`src/rtl/pwrgd_rst_sequencer.sv`:
```
// Power-good and three-domain reset release sequencer.
// Releases each domain in turn, waits for its ack, and traps in FAIL on watchdog expiry.
module pwrgd_rst_sequencer #(
   parameter int DLY_W     = 16,
   parameter int WD_CYCLES = 100000
) (
   input  logic             tb_clk,
   input  logic             tb_rst_b,
   input  logic             start,
   input  logic             abort,
   input  logic [DLY_W-1:0] pwrgd_dly,
   input  logic [DLY_W-1:0] stg_dly,
   input  logic [2:0]       dom_ack,
   output logic             lan_powergood_rst_b,
   output logic [2:0]       dom_rst_b,
   output logic             busy,
   output logic             done,
   output logic             wd_expired,
   output logic [1:0]       fail_stage
);

   localparam int WD_W = $clog2(WD_CYCLES + 1);
   localparam logic [WD_W-1:0] WD_LAST = WD_W'(WD_CYCLES - 1);

   typedef enum logic [2:0] {
      IDLE    = 3'd0,
      PWRGD   = 3'd1,
      STG_DLY = 3'd2,
      STG_ACK = 3'd3,
      DONE    = 3'd4,
      FAIL    = 3'd5
   } state_t;

   state_t           state_q;
   logic [1:0]       idx_q;
   logic [DLY_W-1:0] cnt_q;
   logic [WD_W-1:0]  wd_q;
   logic             pg_q;
   logic [2:0]       dom_q;
   logic             busy_q;
   logic             done_q;
   logic             wdx_q;
   logic [1:0]       fstg_q;

   always_ff @(posedge tb_clk or negedge tb_rst_b) begin
      if (!tb_rst_b) begin
         state_q <= IDLE;
         idx_q   <= 2'd0;
         cnt_q   <= '0;
         wd_q    <= '0;
         pg_q    <= 1'b0;
         dom_q   <= 3'b000;
         busy_q  <= 1'b0;
         done_q  <= 1'b0;
         wdx_q   <= 1'b0;
         fstg_q  <= 2'd0;
      end else if (abort) begin
         state_q <= IDLE;
         idx_q   <= 2'd0;
         cnt_q   <= '0;
         wd_q    <= '0;
         pg_q    <= 1'b0;
         dom_q   <= 3'b000;
         busy_q  <= 1'b0;
         done_q  <= 1'b0;
         wdx_q   <= 1'b0;
      end else begin
         unique case (state_q)
            IDLE: begin
               if (start) begin
                  state_q <= PWRGD;
                  cnt_q   <= pwrgd_dly;
                  busy_q  <= 1'b1;
               end
            end
            PWRGD: begin
               if (cnt_q == '0) begin
                  state_q <= STG_DLY;
                  pg_q    <= 1'b1;
                  idx_q   <= 2'd0;
                  cnt_q   <= stg_dly;
               end else begin
                  cnt_q <= cnt_q - DLY_W'(1);
               end
            end
            STG_DLY: begin
               if (cnt_q == '0) begin
                  state_q      <= STG_ACK;
                  dom_q[idx_q] <= 1'b1;
                  wd_q         <= '0;
               end else begin
                  cnt_q <= cnt_q - DLY_W'(1);
               end
            end
            STG_ACK: begin
               // An ack on the expiry edge still counts as success.
               if (dom_ack[idx_q]) begin
                  if (idx_q == 2'd2) begin
                     state_q <= DONE;
                     busy_q  <= 1'b0;
                     done_q  <= 1'b1;
                  end else begin
                     state_q <= STG_DLY;
                     idx_q   <= idx_q + 2'd1;
                     cnt_q   <= stg_dly;
                  end
               end else if (wd_q == WD_LAST) begin
                  state_q <= FAIL;
                  fstg_q  <= idx_q;
                  wdx_q   <= 1'b1;
                  pg_q    <= 1'b0;
                  dom_q   <= 3'b000;
                  busy_q  <= 1'b0;
               end else begin
                  wd_q <= wd_q + WD_W'(1);
               end
            end
            DONE, FAIL: begin
            end
            default: begin
               state_q <= IDLE;
            end
         endcase
      end
   end

   assign lan_powergood_rst_b = pg_q;
   assign dom_rst_b           = dom_q;
   assign busy                = busy_q;
   assign done                = done_q;
   assign wd_expired          = wdx_q;
   assign fail_stage          = fstg_q;

endmodule

```
`config.mk`:
```
export PLATFORM = sky130hd
export DESIGN_NAME = pwrgd_rst_sequencer
export DESIGN_NICKNAME = d
export VERILOG_FILES = /design/src/rtl/pwrgd_rst_sequencer.sv
export SDC_FILE = /design/constraint.sdc
export NUM_CORES = 1
export LEC_CHECK = 0
export CAP_MARGIN = 20
export CORE_MARGIN = 1
export CORE_UTILIZATION = 40
export CTS_CLUSTER_DIAMETER = 80
export CTS_CLUSTER_SIZE = 30
export DETAILED_ROUTE_END_ITERATION = 6
export HOLD_SLACK_MARGIN = 0.02
export PLACE_DENSITY_LB_ADDON = 0.25
export SLEW_MARGIN = 0
export SYNTH_ARGS = -nofsm -noshare
export SYNTH_HDL_FRONTEND = slang
export SYNTH_SLANG_ARGS = --single-unit
export TNS_END_PERCENT = 50
```
`constraint.sdc`:
```
create_clock -name tb_clk -period 2.6 [get_ports tb_clk]
set_clock_uncertainty 0.15 [all_clocks]
set_input_delay 0.78 -clock tb_clk [delete_from_list [all_inputs] [get_ports tb_clk]]
set_output_delay 0.78 -clock tb_clk [all_outputs]
set_load 0.1 [all_outputs]
```
After elaboration in Yosys (flattened, before gate mapping) --
Index checks and enable logic that the tools add are counted. W data, S select, Z words.
Storage, ports and cells: bits in registers 47, input port bits 39, output and inout bits 9
Operators by class: $add $sub $neg 3, $lt $le $gt $ge 2, equality and inequality tests 20, mux-type cells 52, bitwise gates (word level) 3, reductions and logical operators 22
Operators by type and width (number):
- $mux W16 | 6
- $mux W17 | 4
- $pmux W16 S4 | 1
- $pmux W17 S2 | 1
- $mux W3 | 11
- $ne A3 B3 Y1 const B | 9
- $reduce_and A4 Y1 | 6
- $mux W1 | 18
- $add A17 B1 Y17 const B | 1
- $eq A17 B17 Y1 const B | 1
- $logic_not A16 Y1 | 1
- $sub A16 B1 Y16 const B | 1
- $pmux W3 S5 | 1
- $reduce_and A5 Y1 | 2
- $reduce_bool A3 Y1 | 3
- $mux W2 | 4
- $ne A4 B4 Y1 const B | 2
- $reduce_bool A2 Y1 | 4
- $eq A3 B2 Y1 const B | 2
- $eq A3 B3 Y1 const B | 2
- $pmux W3 S2 | 1
- $reduce_and A3 Y1 | 2
- $reduce_bool A5 Y1 | 1
- $ne A2 B2 Y1 const B | 2
- 14 further kinds | 16

Logic depth before layout (Yosys ltp) --
Gate-level depths: netlist of the first run.
depth in word-level cells 8, depth in mapped cells 9

Worst setup path after synthesis of the first run --
Ideal clock, no wire load.
path kind register to register, start point register cnt_q[0], end point register cnt_q[7], library setup time 0.122 ns, arrival 2.323 ns, data required time 2.328 ns, slack 0.005 ns, cell stages (with the launch flop) 10, path buffers 1, cells stage by stage dfrtp_1 inv_1 ha_1 or4b_4 nor4_4 a31oi_2 and3_4 buf_6 a31o_1 a32o_1
Between the ends: longest elaborated chain between the ends 4, elaborated cells between the ends (all ways) 8, those cells by class add/sub: 1; eq/ne: 1; mux: 4; reduce/logical: 2
Ends and longest elaborated chain:
- start: declaration | line 36 | logic [DLY_W-1:0] cnt_q;
- start signal: assignment | line 72 | cnt_q <= pwrgd_dly;
- start signal: assignment | line 81 | cnt_q <= stg_dly;
- start signal: assignment | line 83 | cnt_q <= cnt_q - DLY_W'(1);
- $sub A16 B1 Y16 or $logic_not A16 Y1 (tied branches)
- $mux W16, on equally long branches | line 87, 77
- $pmux W16 S4 | line 68 | unique case (state_q)
- $mux W16 | line 57 | end else if (abort) begin
Several ways; a longest one is shown, not always the timed one. The select of a mux whose other input is x is not followed. A chain may end at the register's enable or synchronous reset.

Worst setup path in the final report of the first run --
start point register cnt_q[1], end point register cnt_q[5]
Same word-level chain as after synthesis.

==> flow_summary_export.csv, run 1 <==
group,metric,value,unit
floorplan,coreArea,7331,um^2
detailed_routing,finalWirelength,8644,um
detailed_routing,viasPerCell,5.752,
run_status,status,"finished clean",
global_routing,grt_pass1_vias,2770,
timing,slew_headroom,67.99,%
synth,yosysWarnings,0,
floorplan,io_pins,48,
synth,synth_top_area_cell,"dfrtp_1",
floorplan,dieHeight,89.49,um
synth,syn_area,3062,um^2
detailed_routing,vias,3014,
global_routing,grt-ovfl-total,0,
finish,synthToLayoutAreaGrowth,36.37,%
synth,synthAdderAreaFrac,2.043,%
timing,drv_slew,0,
synth,synth_edf_count,0,
finish,num_antenna_cells,0,
synth,synthCells,330,
timing,period_share,97.39,%
timing,hold_violations,0,
worst_setup_path,critPathCaptureType,"flip-flop",
worst_setup_path,path_delay_family,"simple AND/OR/NAND/NOR gates",
power,p_sw_share,41.82,%
placement,place_hpwl,6144,um
detailed_routing,dr.pass1.iters,4,
power,leakage,1.808,nW
timing,max_freq,394.9,MHz
timing,finalSetupViolCount,0,
finish,utilization,56.96,%
synth,muxShareOfSynthArea,1.389,%
synth,synth_seq_cells,47,
power,power_frac_seq,28.8,%
global_routing,grt_pass1_wl,13780,um
power,p_sw,1.529,mW
floorplan,fp.dieW,89.49,um
worst_setup_path,cp.required,2.64,ns
clocking,insertion_delay,0.30,ns
global_routing,gr-usage-all-layers,22.25,%
finish,layout-drive-gt1-share,24.24,%
flow_run,drv_cap,0,
detailed_routing,drt_iter0_markers,162,
finish,nNetsFinal,469,
synth,yosysMostFrequentCell,"dfrtp_1",
power,clkPwrFrac,12.7,%
detailed_routing,drc,0,
synth,synth_common_cells,"47 x dfrtp_1, 35 x nor2_1, 23 x nand2_1, 22 x o21ai_0",
clocking,clkSlewWorstSetupHoldPaths,0.09,ns
synth,ys.flop_type,"dfrtp_1",
finish,n_fill_cell,640,
synth,syn-num-nets,374,
finish,fin_cells,524,
detailed_routing,wire_per_inst,16.50,um
global_routing,grt_max_degree,48,
timing,rsz0062_at_grt,"true",
worst_setup_path,path_cells,"inv_2 > ha_4 > or4b_4 > nor4_4 > a31oi_4 > nand3_4 > clkbuf_16 > nor3_1 > a221o_1",
synth,synth_area_leaders,"dfrtp_1 38%, nor2_1 4.3%, o21ai_0 3.6%",
timing,worst_pin_slew,0.4796,ns
synth,synthSimpleGateAreaFrac,23.87,%
power,powerDensity,875.4,nW/um^2
power,internal-power,2.126,mW
clocking,clock_tree.root_cell,"clkbuf_8",
worst_setup_path,crit_slowest_cell,"or4b_4",
synth,synthXorXnorAreaFrac,3.147,%
worst_setup_path,slowest_delay,0.48,ns
worst_setup_path,cp.depth,9,
clocking,cts_sinks,47,
power,peakVddDrop,0.3993,mV
worst_setup_path,critPathBufInv,2,
timing,period_minus_slack,2.532,ns
synth,synth_top_area_share,38.41,%
synth,synth_top_family_by_area,"compound AO/OA/AOI/OAI gates",
clocking,cts_made_buffers,5,
placement,globalplace.congestion,0.8568,
synth,synth.distinct_cells,68,
detailed_routing,drtAntennaViolNets,0,
placement,dp_cells,505,
min_path,hold_path.class,"in -> async",
synth,synth_compound_gate_area_share,26.89,%
floorplan,rows,31,
floorplan,initial_core_util,41.76,%
power,pwr-share-comb,58.5,%
synth,yosysSeqAreaShare,38.41,%
worst_setup_path,start_kind,"flip-flop",
clocking,clockBufferDepth,2,
clocking,cts_max_level,2,
worst_setup_path,criticalPathCategory,"reg -> reg",
worst_setup_path,path_max_fanout,7,
floorplan,dieArea,8008,um^2
global_routing,antenna_found_initial,0,
worst_setup_path,cp.arrival,2.57,ns
clocking,cts_tree,"yes",
synth,avgSynthCellArea,9.278,um^2
placement,numPortBuffers,47,
worst_setup_path,rr_worst_depth,9,
synth,async_flop_share,100.0,%
[worst register-to-register path, cell delays in order (launching register included)]
cell	delay, ns
dfrtp_1	0.39
inv_2	0.07
ha_4	0.14
or4b_4	0.48
nor4_4	0.35
a31oi_4	0.20
nand3_4	0.16
clkbuf_16	0.17
nor3_1	0.05
a221o_1	0.25
[flip-flops by register name (all words and copies together), names as in the netlist]
register             cells
dom_rst_b                3
idx_q                    2
done                     1
cnt_q                   16
state_q                  3
fail_stage               2
wd_expired               1
busy                     1
wd_q                    17
lan_powergood_rst_b      1
[power by group through the flow]
| stage | Sequential, mW | Combinational [mW] | Clock, mW |
|---|---|---|---|
| global placement | 1.04 | 1.87 | 0 |
| detailed placement | 1.05 | 1.91 | 0 |
| global route | 1.07 | 2.34 | 0.490 |
| CTS | 1.04 | 1.94 | 0.473 |
| finish | 1.05 | 2.14 | 0.465 |
| floorplan | 1.07 | 1.21 | 0 |
[worst paths after layout]
| check | start | endpoint | slack (ns) |
|---|---|---|---|
| min in group tb_clk | wd_expired | wd_expired | 0.34 |
| worst min register to register | wd_expired | wd_expired | 0.34 |
| worst max register to register | cnt_q[1] | cnt_q[5] | 0.07 |
| worst min-delay path | tb_rst_b | cnt_q[7] | 0.29 |
| max in group asynchronous | tb_rst_b | cnt_q[0] | 1.76 |
| worst max-delay path | cnt_q[1] | cnt_q[5] | 0.07 |
[layer usage]
| layer | vias to the layer above | GRT usage [%] | routed length, um |
|---|---|---|---|
| met1 | 1469 | 32.19 | 4115 |
| met3 | 6 | 2.585 | 429 |
| met2 | 81 | 35.81 | 4022 |
| met4 | 0 | 4.618 | 77 |
| met5 | - | 0 | 0 |
| li1 | 1458 | - | - |
[layout make-up]
class	instances	area, um^2	share of cell area [%]
multi-input cells	260	1814	43.45
clock buffers	6	82.58	1.978
well taps	99	123.9	2.967
repair buffers	103	943.4	22.60
clock inverters	1	5.005	0.1199
flip-flops and latches	47	1176	28.17
inverters	8	30.03	0.7192
[cells by family after synthesis]
kind of cell,Yosys count
DFF,47
buffers and inverters,23
muxes,4
AOI/OAI and AO/OA,113
xor gates and xnor gates,11
and+or+nand+nor,127
adders and majority gates,5
[per-stage QoR]
step	setup TNS (ns)	hold WS [ns]	instance area (um^2)	setup WS, ns	total power, mW
final	0	0.2911	4175	0.06779	3.655
after global routing	-0.2175	0.3321	4175	-0.04975	3.903
after CTS	0	0.3162	4030	0.03972	3.454
after detailed placement	-3.469	0.3197	3909	-0.1911	2.957
after global placement	-2.456	0.3179	3909	-0.1581	2.910
after floorplan	0	0.3073	3062	0.005367	2.282
[cell usage in the layout, fill, tap and decap left out, drive strengths merged, types with 4 or more instances in the layout]
cell type	synthesis	layout
o31ai	7	7
a31oi	7	7
xor2	8	8
nand3	7	7
a21oi	14	14
clkdlybuf4s50	0	37
o2111ai	4	4
a22o	8	8
o41ai	4	4
nor3	11	11
nand3b	5	5
and4	5	5
or2	4	4
a221o	4	4
dfrtp	47	47
and3	7	7
or3	4	4
a21o	5	5
nand2	23	23
buf	9	65
ha	5	5
clkbuf	6	7
o22ai	14	14
o21ai	24	24
nor4	5	5
nor2	35	35
inv	8	8
[repair_timing]
item                       CTS  global route
gates resized for setup      1            10
gates cloned                 0             1
hold buffers                 0             0
pin swaps                    3             6
setup endpoints to repair   17            23
setup buffers                2             9
No activity file was read; power rests on OpenSTA's default activity.
==> run 2, diff against run 1 <==
--- a/config.mk
+++ b/config.mk
@@ -6,8 +6,8 @@
 export NUM_CORES = 1
 export LEC_CHECK = 0
-export CAP_MARGIN = 20
+export CAP_MARGIN = 40
 export CORE_MARGIN = 1
 export CORE_UTILIZATION = 40
-export CTS_CLUSTER_DIAMETER = 80
+export CTS_CLUSTER_DIAMETER = 120
 export CTS_CLUSTER_SIZE = 30
 export DETAILED_ROUTE_END_ITERATION = 6
--- a/constraint.sdc
+++ b/constraint.sdc
@@ -3,3 +3,3 @@
 set_input_delay 0.78 -clock tb_clk [delete_from_list [all_inputs] [get_ports tb_clk]]
 set_output_delay 0.78 -clock tb_clk [all_outputs]
-set_load 0.1 [all_outputs]
+set_load 0.02 [all_outputs]
==> run 2 against run 1 <==
Power is 4.3% lower. Clock power is 3% lower. Fmax is 1.0% higher. Die area stayed put. Global-route usage is 0.39 points lower. Cell count is 0.76% lower. Clock-buffer cell count is 1 lower. Combinational power is 7% lower. First-iteration DRC count is 9.3% higher.
==> flow_summary_export.csv, run 2 (synthesized netlist as in run 1, its figures left out) <==
group,metric,value,unit
finish,largest_register_ffs,17,
worst_setup_path,cp.arrival,2.54,ns
global_routing,gr-usage-all-layers,21.86,%
floorplan,fp.dieW,89.49,um
detailed_routing,finalWirelength,8339,um
timing,finalSetupViolCount,0,
power,peakVddDrop,0.3720,mV
timing,finalWorstSetupSlack,0.09340,ns
worst_setup_path,regToRegSetupSlack,0.09,ns
finish,layout-drive-gt1-share,21.38,%
timing,max_freq,398.9,MHz
finish,utilization,56.51,%
flow_run,drv_cap,0,
floorplan,initial_core_util,41.76,%
timing,period_share,96.41,%
global_routing,grt_pass1_vias,2781,
detailed_routing,drt_iter0_markers,177,
finish,fin_cells,520,
placement,place_hpwl,6043,um
worst_setup_path,path_max_fanout,7,
worst_setup_path,startpoint,"cnt_q[1]",
worst_setup_path,worstReg2RegStart,"cnt_q[1]",
clocking,cts_made_buffers,5,
worst_setup_path,cp.required,2.64,ns
global_routing,grt_max_degree,32,
clocking,clkSlewWorstSetupHoldPaths,0.10,ns
floorplan,io_pins,48,
placement,place_ws,-0.1639,ns
detailed_routing,drc,0,
clocking,clock_tree.root_cell,"clkbuf_8",
global_routing,antenna_found_initial,0,
finish,nNetsFinal,464,
power,leakage,1.751,nW
clocking,clockBufferDepth,2,
worst_setup_path,rr_worst_depth,9,
timing,rsz0062_at_grt,"true",
detailed_routing,dr.pass1.iters,6,
finish,final_cell_mix,"47 x dfrtp_1, 46 x clkdlybuf4s50_1, 45 x buf_4",
timing,slew_headroom,53.36,%
timing,hold_violations,0,
timing,worst_pin_slew,0.6995,ns
clocking,cts_tree,"yes",
min_path,hold_path.class,"in -> async",
timing,finalSetupTns,0,ns
worst_setup_path,critPathCaptureType,"flip-flop",
floorplan,coreArea,7331,um^2
detailed_routing,drtAntennaViolNets,0,
floorplan,dieArea,8008,um^2
floorplan,rows,31,
clocking,insertion_delay,0.30,ns
finish,reg.largest.list,"wd_q (17), cnt_q (16)",
clocking,cts_max_level,2,
finish,regMostFlops,"wd_q",
finish,n_fill_cell,631,
worst_setup_path,criticalPathCategory,"reg -> reg",
timing,period_minus_slack,2.507,ns
worst_setup_path,start_kind,"flip-flop",
clocking,cts_sinks,47,
detailed_routing,vias,2977,
timing,drv_slew,0,
finish,finalInstanceArea,4143,um^2
detailed_routing,wire_per_inst,16.04,um
placement,globalplace.congestion,0.8325,
detailed_routing,viasPerCell,5.725,
floorplan,dieHeight,89.49,um
worst_setup_path,r2r-end,"cnt_q[5]",
placement,dp_cells,505,
run_status,status,"finished clean",
global_routing,grt_pass1_wl,13540,um
power,powerDensity,844.7,nW/um^2
placement,placed_area,3931,um^2
placement,numPortBuffers,47,
finish,num_antenna_cells,0,
finish,final_common_cell,"dfrtp_1",
finish,synthToLayoutAreaGrowth,35.31,%
global_routing,grt-ovfl-total,0,
==> run 2: worst max-delay path by stage <==
stage                           to  slack, ns  depth (start not counted)
after CTS                 cnt_q[9]       0.01                          9
after global routing      cnt_q[5]      -0.03                          9
final                     cnt_q[5]       0.09                          9
after global placement    cnt_q[7]      -0.16                          8
after detailed placement  cnt_q[7]      -0.16                          8
after floorplan           cnt_q[7]      0.005                          9
==> run 2: worst max-delay path, stage by stage, from the launching register on <==
cell and delay, ns:
dfrtp_1 0.41, inv_2 0.07, ha_4 0.13, or4b_4 0.49
nor4_4 0.33, a31oi_4 0.19, nand3_4 0.15, buf_12 0.13
nor2_1 0.04, a221o_1 0.28
==> run 2: metrics by stage <==
stage | power (mW) | hold slack (ns)
after floorplan | 2.228 | 0.3073
after global placement | 2.850 | 0.3151
after detailed placement | 2.895 | 0.3178
after CTS | 3.385 | 0.2768
after global routing | 3.740 | 0.2904
final | 3.499 | 0.2648
==> run 2: layout make-up <==
type / instances / area [um^2] / area share [%]
multi-input cells: 260 / 1795 / 43.34
flip-flops and latches: 47 / 1176 / 28.39
repair buffers: 98 / 928.4 / 22.41
well taps: 99 / 123.9 / 2.990
clock buffers: 5 / 68.82 / 1.661
inverters: 8 / 30.03 / 0.7249
clock inverters: 3 / 20.02 / 0.4832
==> run 2: repair_timing <==
item,CTS,global route
resized for setup,1,8
setup buffers,2,4
endpoints found under the hold margin,0,0
gates cloned,0,1
pin swaps,3,4
setup endpoints to repair,20,19
hold buffers,0,0
==> run 2: report_power, final <==
part / total [mW] / leakage (nW) / switching [mW] / internal [mW]
combinational: 2.00 / 1.07 / 1.00 / 0.999
clock: 0.453 / 0.0402 / 0.265 / 0.188
sequential: 1.05 / 0.639 / 0.186 / 0.860
total: 3.50 / 1.75 / 1.45 / 2.05
==> run 2: layer usage <==
metal | routed length, um | vias up | part of all wire, % | global-route usage [%]
met5 | 0 | - | 0 | 0
met4 | 53 | 0 | 0.64 | 5.051
met3 | 435 | 7 | 5.2 | 3.232
met2 | 3794 | 81 | 45 | 33.93
met1 | 4056 | 1449 | 49 | 32.02
li1 | - | 1440 | - | -
==> run 3, diff against run 2 <==
- CORE_ASPECT_RATIO: default -> 0.8
==> run 3 against run 2 <==
Clock-buffer cell count is 1 higher. Worst setup slack gained 0.016 ns. Combinational power fell by 7%. Fmax grew 0.63%. Cell count fell by 0.77%. Die area hardly changed. Critical endpoint is now cnt_q[1].
==> flow_summary_export.csv, run 3 (synthesized netlist as in run 1, its figures left out) <==
group,metric,value,unit
finish,nNetsFinal,455,
worst_setup_path,slowest_delay,0.51,ns
placement,numPortBuffers,47,
power,power_frac_seq,30.8,%
finish,largest_register_ffs,17,
worst_setup_path,start_kind,"flip-flop",
worst_setup_path,path_delay_family,"simple AND/OR/NAND/NOR gates",
clocking,clkSlewWorstSetupHoldPaths,0.09,ns
finish,regMostFlops,"wd_q",
finish,num_antenna_cells,0,
clocking,cts_tree,"yes",
power,leakage,1.699,nW
clocking,cts_sinks,47,
timing,period_share,95.80,%
power,clkPwrFrac,15.4,%
floorplan,dieArea,8010,um^2
clocking,cts_made_buffers,5,
floorplan,initial_core_util,41.42,%
timing,timing.hold.ws,0.3099,ns
run_status,status,"finished clean",
finish,layout-drive-gt1-share,18.73,%
global_routing,antenna_found_initial,0,
timing,slew_headroom,63.36,%
power,peakVddDrop,0.3216,mV
detailed_routing,finalWirelength,8213,um
detailed_routing,wire_per_inst,15.92,um
clocking,insertion_delay,0.29,ns
detailed_routing,drt_iter0_markers,179,
worst_setup_path,criticalPathCategory,"reg -> reg",
finish,synthToLayoutAreaGrowth,32.08,%
power,powerDensity,848.7,nW/um^2
worst_setup_path,path_max_fanout,4,
finish,final_common_cell,"dfrtp_1",
detailed_routing,vias,2942,
worst_setup_path,cp.required,2.63,ns
floorplan,dieHeight,80.25,um
finish,reg.largest.list,"wd_q (17), cnt_q (16)",
worst_setup_path,critPathBufInv,2,
worst_setup_path,cp.arrival,2.52,ns
global_routing,grt-ovfl-total,0,
floorplan,rows,28,
timing,finalSetupTns,0,ns
power,internal-power,2.036,mW
timing,rsz0062_at_grt,"false",
floorplan,io_pins,48,
min_path,hold_path.class,"in -> async",
clocking,clock_tree.root_cell,"clkbuf_8",
timing,period_minus_slack,2.491,ns
power,p_sw,1.396,mW
timing,finalSetupViolCount,0,
global_routing,grt_max_degree,27,
clocking,clockBufferDepth,2,
worst_setup_path,path_cells,"inv_1 > ha_2 > or4b_4 > nor4_4 > buf_4 > nand2_1 > o21ai_0 > a21oi_1 > a22o_2",
clocking,cts_max_level,2,
timing,drv_slew,0,
timing,hold_violations,0,
power,pwr-share-comb,53.8,%
flow_run,drv_cap,0,
detailed_routing,drtAntennaViolNets,0,
placement,globalplace.congestion,0.9095,
global_routing,gr-usage-all-layers,21.23,%
floorplan,fp.dieW,99.82,um
detailed_routing,drc,0,
global_routing,grt_pass1_wl,13360,um
worst_setup_path,crit_slowest_cell,"or4b_4",
worst_setup_path,critPathCaptureType,"flip-flop",
detailed_routing,dr.pass1.iters,4,
placement,place_hpwl,6243,um
timing,worst_pin_slew,0.5495,ns
floorplan,coreArea,7392,um^2
power,p_sw_share,40.68,%
detailed_routing,viasPerCell,5.702,
finish,utilization,54.71,%
global_routing,grt_pass1_vias,2664,
finish,final_cell_mix,"47 x dfrtp_1, 46 x clkdlybuf4s50_1, 38 x buf_4",
timing,max_freq,401.5,MHz
==> run 3: metrics by stage <==
stage / setup slack (ns) / std cells / instance area, um^2 / power (mW)
floorplan: 0.005367 / 330 / 3062 / 2.228
global placement: -0.1508 / 508 / 3891 / 2.810
detailed placement: -0.1630 / 508 / 3891 / 2.840
CTS: -0.005919 / 516 / 4014 / 3.396
global route: 0.0003448 / 516 / 4044 / 3.660
finish: 0.1092 / 516 / 4044 / 3.432
==> run 3: path summary, 6_finish.rpt <==
check / start / slack, ns / to / depth (start not counted)
max reg2reg: cnt_q[0] / 0.11 / cnt_q[1] / 9
min in group tb_clk: wd_expired / 0.35 / wd_expired / 1
max in group asynchronous: tb_rst_b / 1.46 / cnt_q[2] / 2
min: tb_rst_b / 0.31 / fail_stage[0] / 1
min reg2reg: wd_expired / 0.35 / wd_expired / 1
max: cnt_q[0] / 0.11 / cnt_q[1] / 9
==> run 3: layout make-up <==
cell class                 instances  area [um^2]
timing repair buffer              89        822.0
sequential                        47         1176
clock buffer                       6        72.57
fill                             656         3348
multi-input combinational        260         1782
inverter                           8        30.03
tap                              105        131.4
clock inverter                     1        30.03
==> run 3: power groups by stage <==
stage	registers, mW	clock network, mW	logic [mW]
6_report	1.06	0.528	1.85
5_1_grt	1.08	0.572	2.01
4_1_cts	1.05	0.538	1.81
3_5_place_dp	1.06	0	1.78
3_3_place_gp	1.06	0	1.75
2_1_floorplan	1.02	0	1.21
==> run 3: metal layers <==
metal | GRT usage, % | part of all wire [%] | wire [um]
met2 | 30.69 | 43 | 3513
met3 | 2.959 | 5.5 | 451
met5 | 0 | 0 | 0
met4 | 5.000 | 1.1 | 93
met1 | 32.77 | 51 | 4155
==> run 3: repair_timing <==
item | in CTS | in global routing
resized for setup | 0 | 6
cloned | 0 | 0
hold buffers | 0 | 0
buffers inserted | 1 | 0
setup endpoints to repair | 16 | 23
pin swaps | 1 | 2
endpoints found under the hold margin | 0 | 0
